`src/rtl/spi_flash_responder_if.sv`:
```
// Pin and image-RAM bundle between the Caravel flash master, the flash
// responder and the firmware-image RAM.
`timescale 1ns/1ps
interface spi_flash_responder_if #(
    parameter int MEM_AW = 12
);
    logic              flash_csb;
    logic              flash_clk;
    logic              flash_io0;
    logic              flash_io1;
    logic              flash_io1_oe;
    logic              mem_rd;
    logic [MEM_AW-1:0] mem_addr;
    logic [7:0]        mem_rdata;
    logic              busy;
    logic [15:0]       rd_cmd_cnt;

    // Responder side: pins and RAM read data in, MISO and RAM request out
    modport slave (
        input  flash_csb, flash_clk, flash_io0, mem_rdata,
        output flash_io1, flash_io1_oe, mem_rd, mem_addr, busy, rd_cmd_cnt
    );

    // Flash master plus image RAM side
    modport master (
        output flash_csb, flash_clk, flash_io0, mem_rdata,
        input  flash_io1, flash_io1_oe, mem_rd, mem_addr, busy, rd_cmd_cnt
    );
endinterface

```
`src/rtl/spi_flash_responder.sv`:
```
// SPI flash emulator for the Caravel housekeeping flash master. Decodes
// single-IO READ (0x03) with a 24-bit address and streams bytes from the
// local image RAM with auto-increment; every other opcode (0xAB included)
// is accepted silently and the bus is left undriven until csb rises.
`timescale 1ns/1ps
module spi_flash_responder #(
    parameter int MEM_AW  = 12,
    parameter int SYNC_FF = 2
) (
    input  logic                  i_clock,
    input  logic                  i_reset,
    spi_flash_responder_if.slave  bus
);
    typedef enum logic [2:0] {S_IDLE, S_CMD, S_ADDR, S_DATA, S_IGNORE} state_t;

    state_t             r_state;
    state_t             w_next;
    logic [SYNC_FF-1:0] r_csb_sync;
    logic [SYNC_FF-1:0] r_sclk_sync;
    logic [SYNC_FF-1:0] r_io0_sync;
    logic               r_sclk_prev;
    logic               w_csb;
    logic               w_sclk;
    logic               w_io0;
    logic               w_rise;
    logic               w_fall;
    logic [22:0]        r_shift;
    logic [23:0]        w_shift_in;
    logic [4:0]         r_bit_cnt;
    logic [7:0]         r_tx_byte;
    logic [7:0]         r_nxt_byte;
    logic               r_rdv;
    logic               r_dst_nxt;
    logic               r_first;
    logic               r_io1;
    logic               r_oe;
    logic               r_mem_rd;
    logic [MEM_AW-1:0]  r_mem_addr;
    logic [15:0]        r_rd_cmd_cnt;
    logic               w_cmd_done;
    logic               w_addr_done;
    logic               w_unused_addr_hi;

    assign w_csb       = r_csb_sync[SYNC_FF-1];
    assign w_sclk      = r_sclk_sync[SYNC_FF-1];
    assign w_io0       = r_io0_sync[SYNC_FF-1];
    assign w_rise      = w_sclk & ~r_sclk_prev;
    assign w_fall      = ~w_sclk & r_sclk_prev;
    assign w_shift_in  = {r_shift, w_io0};
    assign w_cmd_done  = (r_state == S_CMD)  && w_rise && (r_bit_cnt == 5'd7);
    assign w_addr_done = (r_state == S_ADDR) && w_rise && (r_bit_cnt == 5'd23);
    // Flash address bits above the image RAM width are deliberately dropped
    assign w_unused_addr_hi = ^w_shift_in[23:MEM_AW];

    // Synchronise the three master pins; csb idles high so its chain resets to 1
    always_ff @(posedge i_clock or posedge i_reset) begin
        if (i_reset) begin
            r_csb_sync  <= '1;
            r_sclk_sync <= '0;
            r_io0_sync  <= '0;
            r_sclk_prev <= 1'b0;
        end else begin
            r_csb_sync  <= {r_csb_sync[SYNC_FF-2:0], bus.flash_csb};
            r_sclk_sync <= {r_sclk_sync[SYNC_FF-2:0], bus.flash_clk};
            r_io0_sync  <= {r_io0_sync[SYNC_FF-2:0], bus.flash_io0};
            r_sclk_prev <= w_sclk;
        end
    end

    // State register
    always_ff @(posedge i_clock or posedge i_reset) begin
        if (i_reset) r_state <= S_IDLE;
        else         r_state <= w_next;
    end

    // Next-state decode; a high csb wins over any coincident clock edge
    always_comb begin
        w_next = r_state;
        if (w_csb) begin
            w_next = S_IDLE;
        end else begin
            case (r_state)
                S_IDLE:  w_next = S_CMD;
                // 0xAB (release power-down) needs no reply, so it shares IGNORE
                S_CMD:   if (w_cmd_done) w_next = (w_shift_in[7:0] == 8'h03) ? S_ADDR : S_IGNORE;
                S_ADDR:  if (w_addr_done) w_next = S_DATA;
                default: w_next = r_state;
            endcase
        end
    end

    // Shift-in, RAM prefetch/refill and MISO shift-out datapath
    always_ff @(posedge i_clock or posedge i_reset) begin
        if (i_reset) begin
            r_shift      <= '0;
            r_bit_cnt    <= '0;
            r_tx_byte    <= '0;
            r_nxt_byte   <= '0;
            r_rdv        <= 1'b0;
            r_dst_nxt    <= 1'b0;
            r_first      <= 1'b0;
            r_io1        <= 1'b0;
            r_oe         <= 1'b0;
            r_mem_rd     <= 1'b0;
            r_mem_addr   <= '0;
            r_rd_cmd_cnt <= '0;
        end else begin
            r_mem_rd <= 1'b0;
            // RAM data is valid in the cycle after the strobe cycle
            r_rdv    <= r_mem_rd;
            if (w_csb) begin
                r_bit_cnt <= '0;
                r_oe      <= 1'b0;
                r_rdv     <= 1'b0;
            end else begin
                case (r_state)
                    S_IDLE: r_bit_cnt <= '0;
                    S_CMD, S_ADDR: begin
                        if (w_rise) begin
                            r_shift   <= w_shift_in[22:0];
                            r_bit_cnt <= (w_cmd_done || w_addr_done) ? 5'd0 : r_bit_cnt + 5'd1;
                            if (w_addr_done) begin
                                r_mem_addr   <= w_shift_in[MEM_AW-1:0];
                                r_mem_rd     <= 1'b1;
                                r_dst_nxt    <= 1'b0;
                                r_first      <= 1'b1;
                                r_rd_cmd_cnt <= r_rd_cmd_cnt + 16'd1;
                            end
                        end
                    end
                    S_DATA: begin
                        // First returned byte goes to tx and triggers the
                        // prefetch of the following byte; later ones refill nxt
                        if (r_rdv) begin
                            if (!r_dst_nxt) begin
                                r_tx_byte  <= bus.mem_rdata;
                                r_mem_addr <= r_mem_addr + 1'b1;
                                r_mem_rd   <= 1'b1;
                                r_dst_nxt  <= 1'b1;
                            end else begin
                                r_nxt_byte <= bus.mem_rdata;
                            end
                        end
                        if (w_fall) begin
                            r_oe      <= 1'b1;
                            r_first   <= 1'b0;
                            r_bit_cnt <= (r_bit_cnt == 5'd7) ? 5'd0 : r_bit_cnt + 5'd1;
                            if (r_bit_cnt == 5'd0 && !r_first) begin
                                r_io1      <= r_nxt_byte[7];
                                r_tx_byte  <= {r_nxt_byte[6:0], 1'b0};
                                r_mem_addr <= r_mem_addr + 1'b1;
                                r_mem_rd   <= 1'b1;
                            end else begin
                                r_io1      <= r_tx_byte[7];
                                r_tx_byte  <= {r_tx_byte[6:0], 1'b0};
                            end
                        end
                    end
                    default: ;
                endcase
            end
        end
    end

    assign bus.flash_io1    = r_io1;
    assign bus.flash_io1_oe = r_oe;
    assign bus.mem_rd       = r_mem_rd;
    assign bus.mem_addr     = r_mem_addr;
    assign bus.busy         = ~w_csb & (r_state != S_IDLE);
    assign bus.rd_cmd_cnt   = r_rd_cmd_cnt;
endmodule

```
`src/flat_wrapper.sv`:
```
// flat-port wrapper written by rule: the top's interface ports become plain ports
module spi_flash_responder_flat 
#(
    parameter int MEM_AW  = 12,
    parameter int SYNC_FF = 2
)
  (i_clock, i_reset, bus_flash_csb, bus_flash_clk, bus_flash_io0, bus_mem_rdata, bus_flash_io1, bus_flash_io1_oe, bus_mem_rd, bus_mem_addr, bus_busy, bus_rd_cmd_cnt);
  spi_flash_responder_if #(.MEM_AW(MEM_AW)) bus_i ();
  input  logic i_clock;
  input  logic i_reset;
  input wire logic [$bits(bus_i.flash_csb)-1:0] bus_flash_csb;
  input wire logic [$bits(bus_i.flash_clk)-1:0] bus_flash_clk;
  input wire logic [$bits(bus_i.flash_io0)-1:0] bus_flash_io0;
  input wire logic [$bits(bus_i.mem_rdata)-1:0] bus_mem_rdata;
  output wire logic [$bits(bus_i.flash_io1)-1:0] bus_flash_io1;
  output wire logic [$bits(bus_i.flash_io1_oe)-1:0] bus_flash_io1_oe;
  output wire logic [$bits(bus_i.mem_rd)-1:0] bus_mem_rd;
  output wire logic [$bits(bus_i.mem_addr)-1:0] bus_mem_addr;
  output wire logic [$bits(bus_i.busy)-1:0] bus_busy;
  output wire logic [$bits(bus_i.rd_cmd_cnt)-1:0] bus_rd_cmd_cnt;
  assign bus_i.flash_csb = bus_flash_csb;
  assign bus_i.flash_clk = bus_flash_clk;
  assign bus_i.flash_io0 = bus_flash_io0;
  assign bus_i.mem_rdata = bus_mem_rdata;
  assign bus_flash_io1 = bus_i.flash_io1;
  assign bus_flash_io1_oe = bus_i.flash_io1_oe;
  assign bus_mem_rd = bus_i.mem_rd;
  assign bus_mem_addr = bus_i.mem_addr;
  assign bus_busy = bus_i.busy;
  assign bus_rd_cmd_cnt = bus_i.rd_cmd_cnt;
  spi_flash_responder #(.MEM_AW(MEM_AW), .SYNC_FF(SYNC_FF)) u_core (.i_clock(i_clock), .i_reset(i_reset), .bus(bus_i));
endmodule
```
`config.mk`:
```
export PLATFORM = sky130hd
export DESIGN_NAME = spi_flash_responder_flat
export DESIGN_NICKNAME = d
export VERILOG_FILES = /design/src/rtl/spi_flash_responder_if.sv /design/src/rtl/spi_flash_responder.sv /design/src/flat_wrapper.sv
export SDC_FILE = /design/constraint.sdc
export NUM_CORES = 1
export LEC_CHECK = 0
export CAP_MARGIN = 20
export CORE_UTILIZATION = 60
export CTS_BUF_LIST = sky130_fd_sc_hd__clkbuf_8 sky130_fd_sc_hd__clkbuf_16
export CTS_CLUSTER_SIZE = 40
export DETAILED_ROUTE_END_ITERATION = 16
export GPL_ROUTABILITY_DRIVEN = 0
export PLACE_DENSITY = 0.86
export SLEW_MARGIN = 20
export SYNTH_ARGS = -nofsm -noshare
export SYNTH_HDL_FRONTEND = slang
export SYNTH_SLANG_ARGS = --single-unit
export TNS_END_PERCENT = 50
```
`constraint.sdc`:
```
create_clock -name i_clock -period 4 [get_ports i_clock]
set_input_delay 0.6 -clock i_clock [delete_from_list [all_inputs] [get_ports i_clock]]
set_output_delay 0.6 -clock i_clock [all_outputs]
set_load 0.02 [all_outputs]
```
==> metrics.log, run 1 <==
[metrics] overall die area: 6520 um2
[metrics] number of distinct standard cells referenced by the synthesized netlist: 59
[metrics] number of flops mapped to enable cells by yosys: 0
[metrics] RSZ-0062 raised after global routing: false
[metrics] number of ports placed on the die boundary: 45
[metrics] launching instance or port of the critical path: u_core.r_state[0]
[metrics] family with the most delay on the worst path: flip-flops
[metrics] startpoint class of the critical path: flip-flop
[metrics] Worst setup EP type: primary output
[metrics] initial drt markers: 268
[metrics] destination of the worst register-to-register timing path: u_core.bus.mem_addr[9]
[metrics] Top FF cell, synth: dfrtp_1
[metrics] Pwr per Cell Area: 341 nW/um2
[metrics] number of antenna violations at the first check in global routing: 0
[metrics] R2R Path Start: u_core.r_state[0]
[metrics] average vias per placed instance: 6.36
[metrics] critical path fanouts, max: 18
[metrics] sequential element share of the synthesized area: 0.512
[metrics] Post-Route Skew: 13.8 ps
[metrics] Post-Syn Area per Cell: 10.8 um2
[metrics] number of buffers inserted by port buffering: 44
[metrics] path class of the lowest-slack min-delay path: reg -> reg
[metrics] post-layout worst setup margin: 1410 ps
[metrics] length of routed met2 wiring: 3.84 mm
[metrics] CTS buffer count: 9
[metrics] Layout Nets: 402
[metrics] final setup violating endpoints: 0
[metrics] share of the clock period used by the worst path after layout: 0.647
[metrics] Async S/R FF share, synth: 1.00
[metrics] ant diodes: 0
[metrics] die height: 80.8 um
[metrics] peak supply drop: 0.000223 V
[metrics] starting density of the core: 0.625
[metrics] final worst path period need: 2590 ps
[metrics] hold path cells: 0
[metrics] largest cells by area after synthesis: dfrtp_1, mux2_2, o21ai_0
[metrics] leakage power: 1.93 nW
[metrics] maximum number of pins on one net before global-route repair: 77
[metrics] global-route wire length before repair: 13.1 mm
[metrics] Maximum Capacitance Violations: 0
[metrics] CP Data Required Time: 3400 ps
[metrics] signal arrival time at the worst endpoint: 1990 ps
[metrics] Post-CTS Setup Bufs: 0
[metrics] fraction of layout cells with a size suffix above 1: 0.133
[metrics] number of global-route vias before repair: 2791
[metrics] outcome: complete, no violations
[metrics] cell taking the most area after synthesis: dfrtp_1
[metrics] leftover overflow at the end of global routing: 0
[metrics] count of yosys warnings during synthesis: 0
[metrics] flip-flop and latch count after synthesis: 76
[metrics] metal1 wirelength: 3.45 mm
[metrics] Global Route Usage Sum: 0.267
[metrics] Worst Setup Slack post-DPL: 1830 ps
[metrics] detailed-route wire length per cell: 17.2 um
[metrics] worst slew pin tran: 940 ps
[metrics] uppermost layer routed: met4
[metrics] Clock Path Buffers: 2
[metrics] Syn-to-layout area delta: 17.2%
[metrics] number of antenna-violating nets in the routed design: 0
[metrics] clock-pin transition on the worst setup and hold timing paths: 80 ps
[metrics] DR pass1 iterations: 5
[metrics] sum of buffers and inverters on the critical path: 1
[metrics] root buffer cell: clkbuf_8
[metrics] maximum frequency from static timing analysis: 386 MHz
[metrics] TritonCTS Sinks: 76
[metrics] via count: 2958
[metrics] Detailed Place HPWL: 5.45 mm
[metrics] H-tree level count: 3
[metrics] Post-Synthesis Cells: 344
[metrics] number of rows created at floorplan: 28
[metrics] worst reg-to-reg setup slack: 1830 ps
[metrics] critical path, cell by cell: nor2_1 -> a21oi_1 -> clkdlybuf4s50_1
[metrics] DRC errors left: 0
[metrics] CTS tree: yes
[metrics] hold violation count in the final report: 0
[metrics] clock latency on the worst-skew pair: 350 ps
[metrics] number of nets in the synthesized netlist: 361
[metrics] number of filler cells placed in the layout: 430
[metrics] total length of routed wires: 7.98 mm
[metrics] total standard cell area after synthesis: 3720 um2
[metrics] final sum of negative setup slack: 0 ps
[metrics] Max-Slew Margin vs Limit: 0.374
[metrics] share of the synthesized area in the top cell type: 0.497
[metrics] Pins Over Slew Limit: 0
[metrics] hold path endpoint: u_core.r_sclk_sync[1]
[metrics] critical-path cell with the highest stage delay: dfrtp_1
[metrics] number of buffers inserted by hold repair at cts: 0
[metrics] post-CTS resize count: 0
[metrics] met3 routed wirelength: 486 um
[metrics] die span in x: 80.8 um
[metrics] delay contributed by the slowest stage of the critical path: 670 ps
[metrics] area of the core: 5960 um2
[metrics] Crit Path Category: reg -> out
[metrics] path depth of the worst reg2reg path: 4
[metrics] hold wc startpoint: u_core.r_sclk_sync[0]
flip-flops by register name, summed over array words and instances, names as in the netlist:
| register | count |
|---|---|
| u_core.r_first | 1 |
| u_core.r_sclk_sync | 2 |
| u_core.bus.mem_addr | 12 |
| u_core.r_csb_sync | 2 |
| u_core.bus.flash_io1 | 1 |
| u_core.r_sclk_prev | 1 |
| u_core.r_state | 3 |
| u_core.bus.rd_cmd_cnt | 16 |
| u_core.r_rdv | 1 |
| u_core.r_nxt_byte | 8 |
| u_core.r_bit_cnt | 5 |
| u_core.r_tx_byte | 8 |
| u_core.bus.flash_io1_oe | 1 |
| u_core.bus.mem_rd | 1 |
| u_core.r_dst_nxt | 1 |
| u_core.r_io0_sync | 2 |
| u_core.r_shift | 11 |
cell usage in the layout, fill, tap and decap left out, types with 11 or more instances in the layout:
cell type,synthesis,final
a21oi_1,14,14
nand2_1,25,25
nand3_1,20,20
nor2_1,20,20
o21ai_0,21,21
mux2_2,21,21
dfrtp_1,74,74
nand4_1,11,11
clkdlybuf4s50_1,0,44
layer usage:
metal  up-vias  GRT usage
met5         -          0
met4         0      0.145
met3        22     0.0483
met2       120      0.425
met1      1462      0.347
li1       1354          -
power by group:
group | leakage, nW | internal [mW] | switching, mW
sequential | 1.02 | 0.794 | 0.0301
clock | 0.101 | 0.280 | 0.279
combinational | 0.807 | 0.0514 | 0.0546
cells in the mapped netlist, types with 3 or more instances:
cell type   n
dfrtp_1    74
nand2_1    25
mux2_2     21
o21ai_0    21
nand3_1    20
nor2_1     20
a21oi_1    14
nand4_1    11
xnor2_1    10
inv_1       9
mux2i_1     8
o21a_1      8
and3_1      7
buf_2       6
xor2_1      6
a31oi_1     5
clkbuf_1    5
ha_1        4
nor2b_1     4
a211oi_1    3
a311oi_1    3
and2_1      3
and4_1      3
and4b_1     3
buf_6       3
nor4_1      3
o21bai_1    3
o22ai_1     3
o32ai_1     3
worst max path at each step:
stage                      endpoint  slack (ps)  depth (start not counted)
5_1_grt                    bus_busy        1320                          3
3_5_place_dp               bus_busy        1830                          3
4_1_cts                    bus_busy        1440                          3
6_report                   bus_busy        1410                          3
2_1_floorplan  u_core.bus.flash_io1        1460                          1
3_3_place_gp               bus_busy        1830                          3
cell type report:
cell class	count	area [um2]	share of cell area
Sequential cell	76	1900	0.437
Clock inverter	7	60.1	0.0138
Clock buffer	9	124	0.0284
Multi-Input combinational cell	244	1700	0.389
Timing Repair Buffer	45	448	0.103
Tap cell	75	93.8	0.0215
Inverter	9	33.8	0.00775
cell families (layout without fill, tap and decap cells):
kind of cell | count (synthesis) | after routing | share of synthesized area
adders and majority gates | 4 | 4 | 0.0134
DFF | 76 | 76 | 0.512
AOI/OAI and AO/OA | 81 | 81 | 0.146
buffers and inverters | 24 | 70 | 0.0323
xor gates and xnor gates | 16 | 16 | 0.0376
and+or+nand+nor | 114 | 114 | 0.174
muxes | 29 | 29 | 0.0850
per-stage QoR:
step	hold slack, ps	cells	total power, mW	utilization	instance area [um2]
CTS	363	465	1.49	0.732	4360
floorplan	331	344	0.904	-	3720
detailed placement	346	449	0.944	0.701	4180
global placement	334	449	0.938	0.701	4180
global route	366	465	1.54	0.732	4360
finish	357	465	1.49	0.732	4360
Power figures use the tool's default switching activity.
==> run 2, diff against run 1 <==
- CORE_UTILIZATION: 60 -> 56
- PLACE_DENSITY: 0.86 -> 0.81
- clock period: 4 -> 2.67 ns (I/O delays scaled with it)
==> run 2 against run 1 <==
Global-route usage decreased by 3.0 points; utilization decreased by 3.5 points; combinational power increased by 55%; clock-buffer cell count increased by 3; critical path depth unchanged; worst hold slack got worse by 5.9 ps; register-to-register slack got worse by 1300 ps; first-iteration DRC count decreased by 19%; power increased by 62%; clock power increased by 82%.
==> metrics.log, run 2 (synthesized netlist as in run 1, its figures left out) <==
[metrics] outcome: complete, no violations
[metrics] final worst path period need: 2380 ps
[metrics] delay contributed by the slowest stage of the critical path: 670 ps
[metrics] clock latency on the worst-skew pair: 350 ps
[metrics] hold violation count in the final report: 0
[metrics] area of all sequential standard cells: 1900 um2
[metrics] number of antenna violations at the first check in global routing: 0
[metrics] hold path endpoint: u_core.r_io0_sync[1]
[metrics] number of buffers inserted by hold repair at cts: 0
[metrics] Pins Over Slew Limit: 0
[metrics] post-CTS resize count: 0
[metrics] total length of routed wires: 7.72 mm
[metrics] Post-CTS Setup Bufs: 0
[metrics] Crit Path Category: reg -> out
[metrics] H-tree level count: 3
[metrics] Syn-to-layout area delta: 19.6%
[metrics] R2R Path Start: u_core.r_bit_cnt[0]
[metrics] CTS tree: yes
[metrics] final setup violating endpoints: 0
[metrics] Max-Slew Margin vs Limit: 0.592
[metrics] core utilization of the finished layout: 0.697
[metrics] via count: 2846
[metrics] metal1 wirelength: 3.58 mm
[metrics] peak supply drop: 0.000506 V
[metrics] clock-pin transition on the worst setup and hold timing paths: 80 ps
[metrics] DRC errors left: 0
[metrics] worst slew pin tran: 609 ps
[metrics] path depth of the worst reg2reg path: 6
[metrics] met3 routed wirelength: 341 um
[metrics] most common cell after layout, fill and taps aside: dfrtp_1
[metrics] Post-Route Skew: 8.41 ps
[metrics] root buffer cell: clkbuf_8
[metrics] post-route standard cell area excluding fillers: 4450 um2
[metrics] Clock Path Buffers: 2
[metrics] number of global-route vias before repair: 2705
[metrics] die span in x: 83.5 um
[metrics] multi-input gate area in the final layout: 1700 um2
[metrics] area of the core: 6390 um2
[metrics] initial drt markers: 216
[metrics] critical-path cell with the highest stage delay: dfrtp_1
[metrics] number of rows created at floorplan: 29
[metrics] detailed-route wire length per cell: 16.4 um
[metrics] fraction of layout cells with a size suffix above 1: 0.142
[metrics] maximum frequency from static timing analysis: 420 MHz
[metrics] Tot Pwr: 2.42 mW
[metrics] startpoint class of the critical path: flip-flop
[metrics] Largest register FFs: 16
[metrics] hold wc startpoint: u_core.r_io0_sync[0]
[metrics] signal arrival time at the worst endpoint: 1980 ps
[metrics] starting density of the core: 0.583
[metrics] Layout Nets: 405
[metrics] Global Route Usage Sum: 0.237
[metrics] Maximum Capacitance Violations: 0
[metrics] length of routed met2 wiring: 3.69 mm
[metrics] destination of the worst register-to-register timing path: u_core.bus.mem_addr[11]
[metrics] overall die area: 6980 um2
[metrics] hold path cells: 0
[metrics] Pwr per Cell Area: 543 nW/um2
[metrics] critical path, cell by cell: nor2_1 -> a21oi_1 -> clkdlybuf4s50_1
[metrics] share of the clock period used by the worst path after layout: 0.892
[metrics] number of filler cells placed in the layout: 475
[metrics] sum of buffers and inverters on the critical path: 1
[metrics] uppermost layer routed: met4
[metrics] die height: 83.5 um
[metrics] CP Data Required Time: 2270 ps
[metrics] leftover overflow at the end of global routing: 0
[metrics] number of ports placed on the die boundary: 45
[metrics] critical path fanouts, max: 18
[metrics] global-route wire length before repair: 12.9 mm
[metrics] number of buffers inserted by port buffering: 44
[metrics] worst reg-to-reg setup slack: 550 ps
[metrics] most frequent cells in the layout: dfrtp_1, clkdlybuf4s50_1, nand2_1, mux2_2, o21ai_0
[metrics] maximum number of pins on one net before global-route repair: 35
[metrics] RSZ-0062 raised after global routing: false
[metrics] worst hold slack: 351 ps
[metrics] family with the most delay on the worst path: flip-flops
[metrics] number of antenna-violating nets in the routed design: 0
[metrics] DR pass1 iterations: 4
[metrics] ant diodes: 0
[metrics] area after detailed placement: 4220 um2
[metrics] final sum of negative setup slack: 0 ps
[metrics] CTS buffer count: 9
[metrics] leakage power: 1.97 nW
[metrics] Detailed Place HPWL: 5.45 mm
[metrics] average vias per placed instance: 6.06
[metrics] Worst setup EP type: primary output
[metrics] path class of the lowest-slack min-delay path: reg -> reg
[metrics] TritonCTS Sinks: 76
[run 2: changes by cell type in the layout (fill, tap and decap cells not counted)]
cell and change:
buf_12 +1, buf_4 +2, bufinv_16 +1, clkbuf_8 +3, clkinv_2 -3, inv_1 -1
[run 2: worst max-delay path by stage]
| stage | start | cells past startpoint | end | slack (ps) |
|---|---|---|---|---|
| after floorplan | i_reset | 1 | u_core.bus.flash_io1 | 330 |
| after global placement | u_core.r_bit_cnt[0] | 6 | u_core.bus.mem_addr[11] | 700 |
| after detailed placement | u_core.r_bit_cnt[0] | 6 | u_core.bus.mem_addr[11] | 600 |
| after CTS | u_core.r_state[0] | 3 | bus_busy | 260 |
| after global routing | u_core.r_state[0] | 3 | bus_busy | 200 |
| final | u_core.r_state[0] | 3 | bus_busy | 290 |
[run 2: final cells by class]
type / count / share of cell area
Sequential cell: 76 / 0.428
Multi-Input combinational cell: 244 / 0.381
Timing Repair Buffer: 48 / 0.108
Clock buffer: 12 / 0.0371
Tap cell: 77 / 0.0216
Clock inverter: 4 / 0.0160
Inverter: 9 / 0.00759
[run 2: per-layer routing]
layer	track usage	up-vias
li1	-	1354
met1	0.326	1404
met2	0.372	76
met3	0.0445	12
met4	0.0986	0
met5	0	-
[run 2: power breakdown]
group / leakage, nW / switching, mW / internal (mW) / total [mW]
Combinational: 0.827 / 0.0828 / 0.0809 / 0.164
Clock: 0.120 / 0.418 / 0.600 / 1.02
Sequential: 1.02 / 0.0477 / 1.19 / 1.24
[run 2: metrics by stage]
step	worst slack (ps)	std cells
2_1_floorplan	334	344
3_3_place_gp	701	454
3_5_place_dp	598	454
4_1_cts	262	470
5_1_grt	198	470
6_report	289	470
==> run 3, diff against run 2 <==
- CAP_MARGIN: 20 -> default
==> results of run 3 <==
Final layout, timing and power as in run 2 (identical DEF).
